==> src/rtl/mult_simd_pipe_pkg.sv <==
// Shared defaults and index helpers for the SIMD activation x weight multiplier.
package mult_simd_pipe_pkg;

  localparam int unsigned PICTURE_NUM_DEF    = 8;
  localparam int unsigned WIDTH_DATA_DEF     = 8;
  localparam int unsigned WIDTH_DATA_OUT_DEF = 10;

  // Distance between the lo and hi operand inside a packed multiplier operand.
  function automatic int unsigned pack_shift(input int unsigned w);
    return 2 * w;
  endfunction

  // Width of one packed multiplier product.
  function automatic int unsigned prod_w(input int unsigned w);
    return 4 * w;
  endfunction

  // Width of one output lane.
  function automatic int unsigned out_lane_w(input int unsigned wo);
    return 2 * wo;
  endfunction

  // LSB index of lane i in a bus of lanes that are w bits wide.
  function automatic int unsigned lane_lsb(input int unsigned i, input int unsigned w);
    return i * w;
  endfunction

endpackage

==> src/rtl/mult_pack_pair.sv <==
// S2/S3 datapath for one lane pair (LANES=2) or a lone odd lane (LANES=1).
module mult_pack_pair
  import mult_simd_pipe_pkg::*;
#(
  parameter int unsigned WIDTH_DATA = WIDTH_DATA_DEF,
  parameter int unsigned OUT_LANE_W = 2 * WIDTH_DATA_OUT_DEF,
  parameter int unsigned SIGNED     = 1,
  parameter int unsigned PACK       = 1,
  parameter int unsigned LANES      = 2
) (
  input  logic                             clk,
  input  logic                             rst_n,
  input  logic                             en2,
  input  logic                             en3,
  input  logic [LANES*WIDTH_DATA-1:0]      a,
  input  logic [WIDTH_DATA-1:0]            weight,
  output logic [LANES*OUT_LANE_W-1:0]      res
);

  localparam int unsigned W  = WIDTH_DATA;
  localparam int unsigned S  = pack_shift(W);
  localparam int unsigned PW = prod_w(W);
  localparam bit          SX = (SIGNED != 0);
  // Bits of an output lane above the S-bit lane product; filled with the sign when SIGNED.
  localparam logic [OUT_LANE_W-1:0] EXT_MASK = ~OUT_LANE_W'({S{1'b1}});

  generate
    if (LANES == 2) begin : g_pair
      logic [W-1:0]  a_lo;
      logic [W-1:0]  a_hi;
      logic [PW-1:0] p2_d;
      logic [PW-1:0] p2_q;
      logic [S-1:0]  hi_raw;

      assign a_lo = a[W-1:0];
      assign a_hi = a[2*W-1:W];

      if (PACK != 0) begin : g_packed
        logic [PW-1:0] op_a;
        logic [PW-1:0] op_w;
        // One multiplier for both lanes: (hi*2^S + lo) * weight, operands extended to product width
        // so the combined operand (which needs 3*W+1 bits at hi=lo=-2^(W-1)) never wraps.
        always_comb begin
          op_a = {{W{SX & a_hi[W-1]}}, a_hi, {S{1'b0}}} + {{(3*W){SX & a_lo[W-1]}}, a_lo};
          op_w = {{(3*W){SX & weight[W-1]}}, weight};
          p2_d = op_a * op_w;
        end
      end else begin : g_split
        logic [S-1:0] lo_s;
        logic [S-1:0] hi_s;
        logic [S-1:0] w_s;
        // Two independent lane multipliers, laid out like the packed product.
        always_comb begin
          lo_s = {{W{SX & a_lo[W-1]}}, a_lo};
          hi_s = {{W{SX & a_hi[W-1]}}, a_hi};
          w_s  = {{W{SX & weight[W-1]}}, weight};
          p2_d = {hi_s * w_s, lo_s * w_s};
        end
      end

      // S2: raw product register (absorbed into the multiplier's pipeline register).
      always_ff @(posedge clk or negedge rst_n) begin
        if (!rst_n) begin
          p2_q <= '0;
        end else if (en2) begin
          p2_q <= p2_d;
        end
      end

      // Borrow correction: a negative lo product has taken one from the hi field.
      always_comb begin
        hi_raw = p2_q[PW-1:S] + S'((PACK != 0) && SX && p2_q[S-1]);
      end

      // S3: correction result and lane extension, registered as data_out.
      always_ff @(posedge clk or negedge rst_n) begin
        if (!rst_n) begin
          res <= '0;
        end else if (en3) begin
          res[OUT_LANE_W-1:0]            <= OUT_LANE_W'(p2_q[S-1:0]) |
                                            (EXT_MASK & {OUT_LANE_W{SX & p2_q[S-1]}});
          res[2*OUT_LANE_W-1:OUT_LANE_W] <= OUT_LANE_W'(hi_raw) |
                                            (EXT_MASK & {OUT_LANE_W{SX & hi_raw[S-1]}});
        end
      end
    end else begin : g_single
      logic [S-1:0] a_s;
      logic [S-1:0] w_s;
      logic [S-1:0] p2_d;
      logic [S-1:0] p2_q;

      // Unpacked multiplier for the odd last lane.
      always_comb begin
        a_s  = {{W{SX & a[W-1]}}, a[W-1:0]};
        w_s  = {{W{SX & weight[W-1]}}, weight};
        p2_d = a_s * w_s;
      end

      // S2: raw product register.
      always_ff @(posedge clk or negedge rst_n) begin
        if (!rst_n) begin
          p2_q <= '0;
        end else if (en2) begin
          p2_q <= p2_d;
        end
      end

      // S3: lane extension, registered as data_out.
      always_ff @(posedge clk or negedge rst_n) begin
        if (!rst_n) begin
          res <= '0;
        end else if (en3) begin
          res <= OUT_LANE_W'(p2_q) | (EXT_MASK & {OUT_LANE_W{SX & p2_q[S-1]}});
        end
      end
    end
  endgenerate

endmodule

==> src/rtl/mult_simd_pipe.sv <==
// SIMD activation x shared weight multiplier with a 3-stage valid/ready pipeline.
module mult_simd_pipe
  import mult_simd_pipe_pkg::*;
#(
  parameter int unsigned PICTURE_NUM    = PICTURE_NUM_DEF,
  parameter int unsigned WIDTH_DATA     = WIDTH_DATA_DEF,
  parameter int unsigned WIDTH_DATA_OUT = WIDTH_DATA_OUT_DEF,
  parameter int unsigned SIGNED         = 1,
  parameter int unsigned PACK           = 1
) (
  input  logic                                    clk,
  input  logic                                    rst_n,
  input  logic                                    flush,
  input  logic                                    in_valid,
  output logic                                    in_ready,
  input  logic [PICTURE_NUM*WIDTH_DATA-1:0]       data_in,
  input  logic [WIDTH_DATA-1:0]                   weight_in,
  output logic                                    out_valid,
  input  logic                                    out_ready,
  output logic [PICTURE_NUM*2*WIDTH_DATA_OUT-1:0] data_out
);

  localparam int unsigned W          = WIDTH_DATA;
  localparam int unsigned OUT_LANE_W = out_lane_w(WIDTH_DATA_OUT);
  localparam int unsigned NPAIR      = PICTURE_NUM / 2;
  localparam bit          ODD        = (PICTURE_NUM % 2) != 0;

  logic                        v1, v2, v3;
  logic                        ld1_c, ld2_c, ld3_c;
  logic                        en2_c, en3_c;
  logic [PICTURE_NUM*W-1:0]    d1;
  logic [W-1:0]                w1;

  // Stage advance chain: a stage loads when empty or when the stage after it loads.
  always_comb begin
    ld3_c = !v3 || out_ready;
    ld2_c = !v2 || ld3_c;
    ld1_c = !v1 || ld2_c;
    en2_c = ld2_c && v1;
    en3_c = ld3_c && v2;
  end

  assign in_ready  = ld1_c;
  assign out_valid = v3;

  // Stage valids; flush empties the pipe and wins over a simultaneous accept.
  always_ff @(posedge clk or negedge rst_n) begin
    if (!rst_n) begin
      v1 <= 1'b0;
      v2 <= 1'b0;
      v3 <= 1'b0;
    end else if (flush) begin
      v1 <= 1'b0;
      v2 <= 1'b0;
      v3 <= 1'b0;
    end else begin
      if (ld1_c) v1 <= in_valid;
      if (ld2_c) v2 <= v1;
      if (ld3_c) v3 <= v2;
    end
  end

  // S1: input register for activations and weight.
  always_ff @(posedge clk or negedge rst_n) begin
    if (!rst_n) begin
      d1 <= '0;
      w1 <= '0;
    end else if (ld1_c && in_valid) begin
      d1 <= data_in;
      w1 <= weight_in;
    end
  end

  generate
    for (genvar j = 0; j < NPAIR; j++) begin : g_pair
      mult_pack_pair #(
        .WIDTH_DATA (W),
        .OUT_LANE_W (OUT_LANE_W),
        .SIGNED     (SIGNED),
        .PACK       (PACK),
        .LANES      (2)
      ) u_pair (
        .clk    (clk),
        .rst_n  (rst_n),
        .en2    (en2_c),
        .en3    (en3_c),
        .a      (d1[lane_lsb(2*j, W) +: 2*W]),
        .weight (w1),
        .res    (data_out[lane_lsb(2*j, OUT_LANE_W) +: 2*OUT_LANE_W])
      );
    end

    if (ODD) begin : g_odd
      mult_pack_pair #(
        .WIDTH_DATA (W),
        .OUT_LANE_W (OUT_LANE_W),
        .SIGNED     (SIGNED),
        .PACK       (PACK),
        .LANES      (1)
      ) u_last (
        .clk    (clk),
        .rst_n  (rst_n),
        .en2    (en2_c),
        .en3    (en3_c),
        .a      (d1[lane_lsb(PICTURE_NUM-1, W) +: W]),
        .weight (w1),
        .res    (data_out[lane_lsb(PICTURE_NUM-1, OUT_LANE_W) +: OUT_LANE_W])
      );
    end
  endgenerate

endmodule

==> config.mk <==
export PLATFORM = sky130hd
export DESIGN_NAME = mult_simd_pipe
export DESIGN_NICKNAME = d
export VERILOG_FILES = /design/src/rtl/mult_simd_pipe_pkg.sv /design/src/rtl/mult_pack_pair.sv /design/src/rtl/mult_simd_pipe.sv
export SDC_FILE = /design/constraint.sdc
export NUM_CORES = 2
export LEC_CHECK = 0
export ABC_AREA = 1
export CORE_ASPECT_RATIO = 1.1
export CORE_MARGIN = 2
export CORE_UTILIZATION = 65
export CTS_CLUSTER_DIAMETER = 60
export DETAILED_ROUTE_END_ITERATION = 10
export PLACE_DENSITY = 0.86
export SLEW_MARGIN = 20
export SYNTH_ARGS = -nofsm -noshare
export SYNTH_HDL_FRONTEND = slang
export SYNTH_HIERARCHICAL = 1
export SYNTH_SLANG_ARGS = --single-unit
==> constraint.sdc <==
create_clock -name clk -period 10.2 [get_ports clk]
set_clock_uncertainty 0.1 [all_clocks]
set_input_delay 2.04 -clock clk [delete_from_list [all_inputs] [get_ports clk]]
set_output_delay 2.04 -clock clk [all_outputs]
set_load 0.1 [all_outputs]
# Yosys cells after proc, flatten, opt, wreduce, memory -nomap -nowiden
# Cells that the tools add are included.
totals:
  elab_cells: 51
  regBits: 363
  out_inout_bits: 162
  in_bits: 77
classes:
  n_reduce_logical: 12
  n_addsub: 8
  bitwise_logic: 8
  n_mux: 6
  multipliers: 4
op_table:
  columns: ["operator", "n"]
  rows:
  - ["$or 16x20->20", 8]
  - ["$mul 25x8->32", 4]
  - ["$add 24x8->25", 4]
  - ["$add 16x1->16", 4]
  - ["$mux 1", 6]
  - ["$reduce_bool 2->1", 3]
  - ["$logic_and 1x1->1", 3]
  - ["$logic_not 1->1", 3]
  - ["$logic_or 1x1->1", 3]

# Logic depth before layout (Yosys ltp)
depth:
  word_depth: 6
  mapped_depth: 31

# Cells and area by module
# Netlist, hierarchy kept.
by_module_without_submodules:
  columns: ["module", "n_inst", "cells_per_inst", "area_each_um2"]
  rows:
  - ["mult_pack_pair at g_pair[2].u_pair", 1, 1222, 9361.5]
  - ["mult_pack_pair at g_pair[3].u_pair", 1, 1218, 9328.9]
  - ["mult_pack_pair at g_pair[1].u_pair", 1, 1224, 9321.4]
  - ["mult_pack_pair at g_pair[0].u_pair", 1, 1210, 9292.7]
  - ["mult_simd_pipe", 1, 330, 3059.2]

# Worst setup path after synthesis
# Ideal clock, no wire load.
synth_path:
  kind: "register to register"
  startpoint: "reg d1[23]"
  endpoint: "reg g_pair[1].u_pair.g_pair.p2_q[30]"
  t_arrival_ns: 5.393
  slack_ns: 4.575
  setup_ns: 0.132
  stages_incl_launch_ff: 27
  path_cell_list: "dfrtp_1 ha_1 a21oi_1 and2_1 inv_1 a21oi_1 o21bai_1 a21oi_1 nor2_1 nor2_2 xor2_2 nor2_1 fa_1 fa_1 fa_1 inv_1 fa_1 inv_1 ha_1 a21oi_1 inv_1 a21oi_1 nor3_1 a211oi_1 nand3_1 nand3_1 o21ai_0"
synth_via:
  elab_chain_len: 2
synth_lines:
  columns: ["item", "line", "rtl"]
  rows:
  - ["start, declared", "mult_simd_pipe.sv:31", "logic [PICTURE_NUM*W-1:0] d1;"]
  - ["start signal, assigned", "mult_simd_pipe.sv:69", "d1 <= data_in;"]
  - ["$add 24x8->25", "mult_pack_pair.sv:44", "op_a = {{W{SX & a_hi[W-1]}}, a_hi, {S{1'b0}}} + {{(3*W){SX & a_lo[W-1]}}, a_lo};"]
  - ["$mul 25x8->32", "mult_pack_pair.sv:46", "p2_d = op_a * op_w;"]
  - ["end signal, assigned", "mult_pack_pair.sv:66", "p2_q <= p2_d;"]
  - ["end, declared", "mult_pack_pair.sv:32", "logic [PW-1:0] p2_q;"]
# Every way passes these cells.
# A chain may end at the register's enable or synchronous reset.

# Worst setup path in the final report
layout_path:
  startpoint: "reg d1[39]"
  endpoint: "reg g_pair[2].u_pair.g_pair.p2_q[28]"
layout_via:
  elab_chain_len: 2
layout_lines:
  columns: ["item", "line"]
  rows:
  - ["$add 24x8->25", "mult_pack_pair.sv:44"]
  - ["$mul 25x8->32", "mult_pack_pair.sv:46"]
  - ["end signal, assigned", "mult_pack_pair.sv:66"]
  - ["end, declared", "mult_pack_pair.sv:32"]
# Every way passes these cells.

==> metrics.log <==
INFO  metric crit_path_max_fanout = 18
INFO  metric timing_limited_maximum_frequency = 155 MHz
INFO  metric synth.mux.area_fraction = 0%
INFO  metric reg2reg_slack = 3.74 ns
INFO  metric yosys.area_share.adder = about a third
INFO  metric drt-pass1-iter-count = 10
INFO  metric grt_overall_usage = approximately 30%
INFO  metric hold_start = g_pair[3].u_pair/res[21]
INFO  metric avgViaCountPerCell = approximately 5.3
INFO  metric antenna_violations_before_repair = 8
INFO  metric clockBufferDepth = 3
INFO  metric cp.arrival = roughly 6.8 ns
INFO  metric yosys.cell_count.top_type = sky130_fd_sc_hd__nand2_1
INFO  metric cts_tree = done
INFO  metric cts_hold_repair.buffers = 0
INFO  metric register_clock_pin_slew_on_the_reported_worst_setup_and_hold_paths = ~0.060 ns
INFO  metric multi_input_gate_area = between 0.02 and 0.03 mm²
INFO  metric placement.setup.worst_slack = a little under 4 ns
INFO  metric final_critical_period = between 6 and 7 ns
INFO  metric routedWlPerCell = between 10 and 15 µm
INFO  metric synth-simple-area-share = a little over a fifth
INFO  metric postSynth.asyncResetShare = 100%
INFO  metric worstHoldEndpoint = g_pair[3].u_pair/res[21]
INFO  metric drt_iter0_drc = between 2k and 2.5k
INFO  metric worst_slew_margin_rel = 27.9%
INFO  metric synth_seq_cells = roughly 330
INFO  metric worst_hold_path_type = flip-flop to flip-flop
INFO  metric syn-cell-area = roughly 0.040 mm²
INFO  metric synthesis.instances = ~5.2k
INFO  metric synth_top_family_by_area = adder cells
INFO  metric ys_seq_area_share = 20.5%
INFO  metric synth-edff-count = 0
INFO  metric layout.nets = a little over 6k
INFO  metric startpoint_type = flip-flop
INFO  metric final_critical_path_setup_slack = roughly 3.7 ns
INFO  metric rr_worst_depth = 27
INFO  metric start_util = 65.9%
INFO  metric rsz_0062_raised_after_global_routing = no
INFO  metric finalSetupTns = 0 ns
INFO  metric die_height = roughly 270 µm
INFO  metric drt_drc_violations_left = 1
INFO  metric fillCellCount = roughly 4.7k
INFO  metric clkLatencyLatePin = between 0.5 and 0.6 ns
INFO  metric timing_hold_violations_final = 0
INFO  metric synth-xor-area-share = 3.09%
INFO  metric buffers_inserted_by_post_cts_timing_repair = 0
INFO  metric fp-row-count = 95
INFO  metric netlist_top_cells_area = sky130_fd_sc_hd__fa_1 25%, sky130_fd_sc_hd__dfrtp_1 21%, sky130_fd_sc_hd__nand2_1 12%
INFO  metric synth_top_area_share = between 20 and 30%
INFO  metric area_delta_synth_final = 9.85%
INFO  metric port_buffers = 238
INFO  metric detail-route-antenna-nets = 0
INFO  metric core_region_area = a little over 0.06 mm²
INFO  metric synth_top_flop_cell = sky130_fd_sc_hd__dfrtp_1
INFO  metric cts.repair.resized = 0
INFO  metric route.final.wire_length = 92,200 µm
INFO  metric failing_checks = design-rule violations
INFO  metric synth_area_per_cell = 7.76 µm²
INFO  metric critical_path.endpoint_type = flip-flop
INFO  metric share_of_final_layout_standard_cells_stronger_than_drive_strength_1 = approximately 4.8%
INFO  metric post-synth-top-area-cell = sky130_fd_sc_hd__fa_1
INFO  metric synth_compound_area_share = about 6.4%
INFO  metric clock_tree.htree_level_count = 2
INFO  metric critPathKind = flip-flop to flip-flop
INFO  metric worst_r2r_endpoint = g_pair[2].u_pair/g_pair.p2_q[28]
INFO  metric clock_tree.root_cell = sky130_fd_sc_hd__clkbuf_16
INFO  metric chipWidth = between 200 and 250 µm
INFO  metric synth_common_cells = 1,273 x sky130_fd_sc_hd__nand2_1, 1,229 x sky130_fd_sc_hd__inv_1, 508 x sky130_fd_sc_hd__fa_1
INFO  metric number_of_warnings_issued_by_yosys = 6
INFO  metric synth_nets = ~6.1k
INFO  metric critical_path_required = roughly 11 ns
INFO  metric min_period_over_period = a little over three fifths
INFO  metric timing.max_cap.violations = 0
INFO  metric finalSetupViolCount = 0
INFO  metric startpoint_of_the_most_critical_register_to_register_path = d1[39]
INFO  metric post-dp-hpwl = about 73,000 µm
INFO  metric area.sequential = between 0.008 and 0.009 mm²
INFO  metric floorplan.io_pins = 239
INFO  metric whs = roughly 0.37 ns
INFO  metric cts_buffers = between 40 and 50
INFO  metric grt_pass1_wl = approximately 160,000 µm
INFO  metric design.die.area = 0.0641 mm²
INFO  metric detailroute.via_count = 32.6k
INFO  metric grt_pass1_vias = about 34k
INFO  metric whs_path_depth = 2
INFO  metric grt_remaining_overflow = 0
INFO  metric slew_viol_final = 0
INFO  metric worst_pin_slew = 1.08 ns
INFO  metric largest_net_degree_at_the_start_of_global_routing = roughly 150
INFO  metric cts.sink_count = around 330
INFO  metric ys_types = 56
INFO  metric crit_start = d1[39]
INFO  metric status = finished with violations
INFO  metric gpl.final_weighted_congestion = 0.918
[state kept, by name (all words and copies together) (netlist names)]
register	flops
g_pair.u_pair/res	128
v2	1
w1	8
d1	64
out_valid	1
v1	1
g_pair.u_pair/g_pair.p2_q	128
[cell families (layout without fill, tap and decap cells)]
| family | Yosys count | after routing |
|---|---|---|
| AND/OR/NAND/NOR | 2044 | 2044 |
| buffers and inverters | 1422 | 1566 |
| adder cells (fa/ha/maj) | 816 | 816 |
| AO/OA/AOI/OAI | 452 | 452 |
| flip-flops | 331 | 331 |
| XOR/XNOR | 139 | 139 |
| other | 0 | 3 |
[critical path, stage by stage, from the launching register on]
cell                       delay (ns)
sky130_fd_sc_hd__dfrtp_1         0.78
sky130_fd_sc_hd__ha_1            0.39
sky130_fd_sc_hd__a21oi_1         0.13
sky130_fd_sc_hd__and2_1          0.12
sky130_fd_sc_hd__inv_1           0.05
sky130_fd_sc_hd__a21oi_1         0.12
sky130_fd_sc_hd__o21bai_1        0.10
sky130_fd_sc_hd__xor2_1          0.50
sky130_fd_sc_hd__nor2_1          0.13
sky130_fd_sc_hd__ha_1            0.31
sky130_fd_sc_hd__inv_1           0.05
sky130_fd_sc_hd__fa_1            0.51
sky130_fd_sc_hd__inv_1           0.07
sky130_fd_sc_hd__fa_1            0.53
sky130_fd_sc_hd__inv_1           0.05
sky130_fd_sc_hd__fa_1            0.48
sky130_fd_sc_hd__inv_1           0.04
sky130_fd_sc_hd__ha_1            0.36
sky130_fd_sc_hd__nand2_1         0.09
sky130_fd_sc_hd__nor2_1          0.14
sky130_fd_sc_hd__and3_1          0.24
sky130_fd_sc_hd__nand4_1         0.11
sky130_fd_sc_hd__nand3_1         0.20
sky130_fd_sc_hd__a21o_1          0.19
sky130_fd_sc_hd__a21boi_0        0.12
sky130_fd_sc_hd__or2_2           0.28
sky130_fd_sc_hd__nand3_1         0.06
sky130_fd_sc_hd__o21ai_0         0.08
[worst max path at each step]
stage / end / slack, ns / cells past startpoint
after floorplan: g_pair[1].u_pair/g_pair.p2_q[30] / 4.57 / 26
after global placement: g_pair[3].u_pair/g_pair.p2_q[28] / 3.97 / 26
after detailed placement: g_pair[0].u_pair/g_pair.p2_q[29] / 3.88 / 27
after CTS: g_pair[2].u_pair/g_pair.p2_q[28] / 3.78 / 27
after global routing: g_pair[3].u_pair/g_pair.p2_q[28] / 3.27 / 26
final: g_pair[2].u_pair/g_pair.p2_q[28] / 3.74 / 27
[layout make-up]
class / instances / area share [%]
multi-input combinational: 3451 / 59.7
clock inverter: 21 / 0.587
sequential: 331 / 18.7
clock buffer: 53 / 2.53
inverter: 1237 / 10.5
timing repair buffer: 255 / 5.69
antenna: 3 / 0.0169
tap: 824 / 2.33
[layer usage]
| metal | track usage (%) | wire (µm) | vias up |
|---|---|---|---|
| met3 | 3.65 | 4980 | 220 |
| li1 | - | - | 15700 |
| met4 | 10.5 | 2950 | 10 |
| met5 | 0 | 58 | - |
| met1 | 37.1 | 37400 | 15800 |
| met2 | 53.0 | 46800 | 879 |
[layout by cell type, fill, tap and decap left out, types with 9 or more instances in the layout]
cell type / netlist / layout
sky130_fd_sc_hd__nand2_2: 27 / 27
sky130_fd_sc_hd__nand4_1: 21 / 21
sky130_fd_sc_hd__fa_1: 508 / 508
sky130_fd_sc_hd__or2_2: 42 / 42
sky130_fd_sc_hd__nand3_1: 240 / 240
sky130_fd_sc_hd__nor2_2: 15 / 15
sky130_fd_sc_hd__clkdlybuf4s50_1: 0 / 236
sky130_fd_sc_hd__buf_4: 33 / 16
sky130_fd_sc_hd__ha_1: 308 / 308
sky130_fd_sc_hd__or2_1: 9 / 9
sky130_fd_sc_hd__xor2_1: 70 / 70
sky130_fd_sc_hd__a21o_1: 15 / 15
sky130_fd_sc_hd__o21ai_0: 185 / 185
sky130_fd_sc_hd__o21bai_1: 23 / 23
sky130_fd_sc_hd__nor3_1: 17 / 17
sky130_fd_sc_hd__nand3_2: 13 / 13
sky130_fd_sc_hd__clkbuf_16: 0 / 41
sky130_fd_sc_hd__nor2_1: 340 / 339
sky130_fd_sc_hd__xnor2_1: 65 / 65
sky130_fd_sc_hd__a31o_2: 10 / 10
sky130_fd_sc_hd__inv_1: 1229 / 1227
sky130_fd_sc_hd__a21oi_1: 150 / 150
sky130_fd_sc_hd__nand2_1: 1273 / 1273
sky130_fd_sc_hd__nand2_4: 14 / 14
sky130_fd_sc_hd__a31oi_1: 18 / 18
sky130_fd_sc_hd__dfrtp_1: 331 / 324
sky130_fd_sc_hd__o21ai_1: 13 / 13
[through the flow]
step	std cells	area [µm²]	util (%)
global placement	6098	43000	70.2
global route	6175	44300	72.4
detailed placement	6098	43000	70.2
floorplan	5204	40400	-
CTS	6172	44300	72.4
finish	6175	44300	72.4
Power is not shown: default switching activity piles up to over one toggle a cycle in this logic, so the estimate is an artifact.
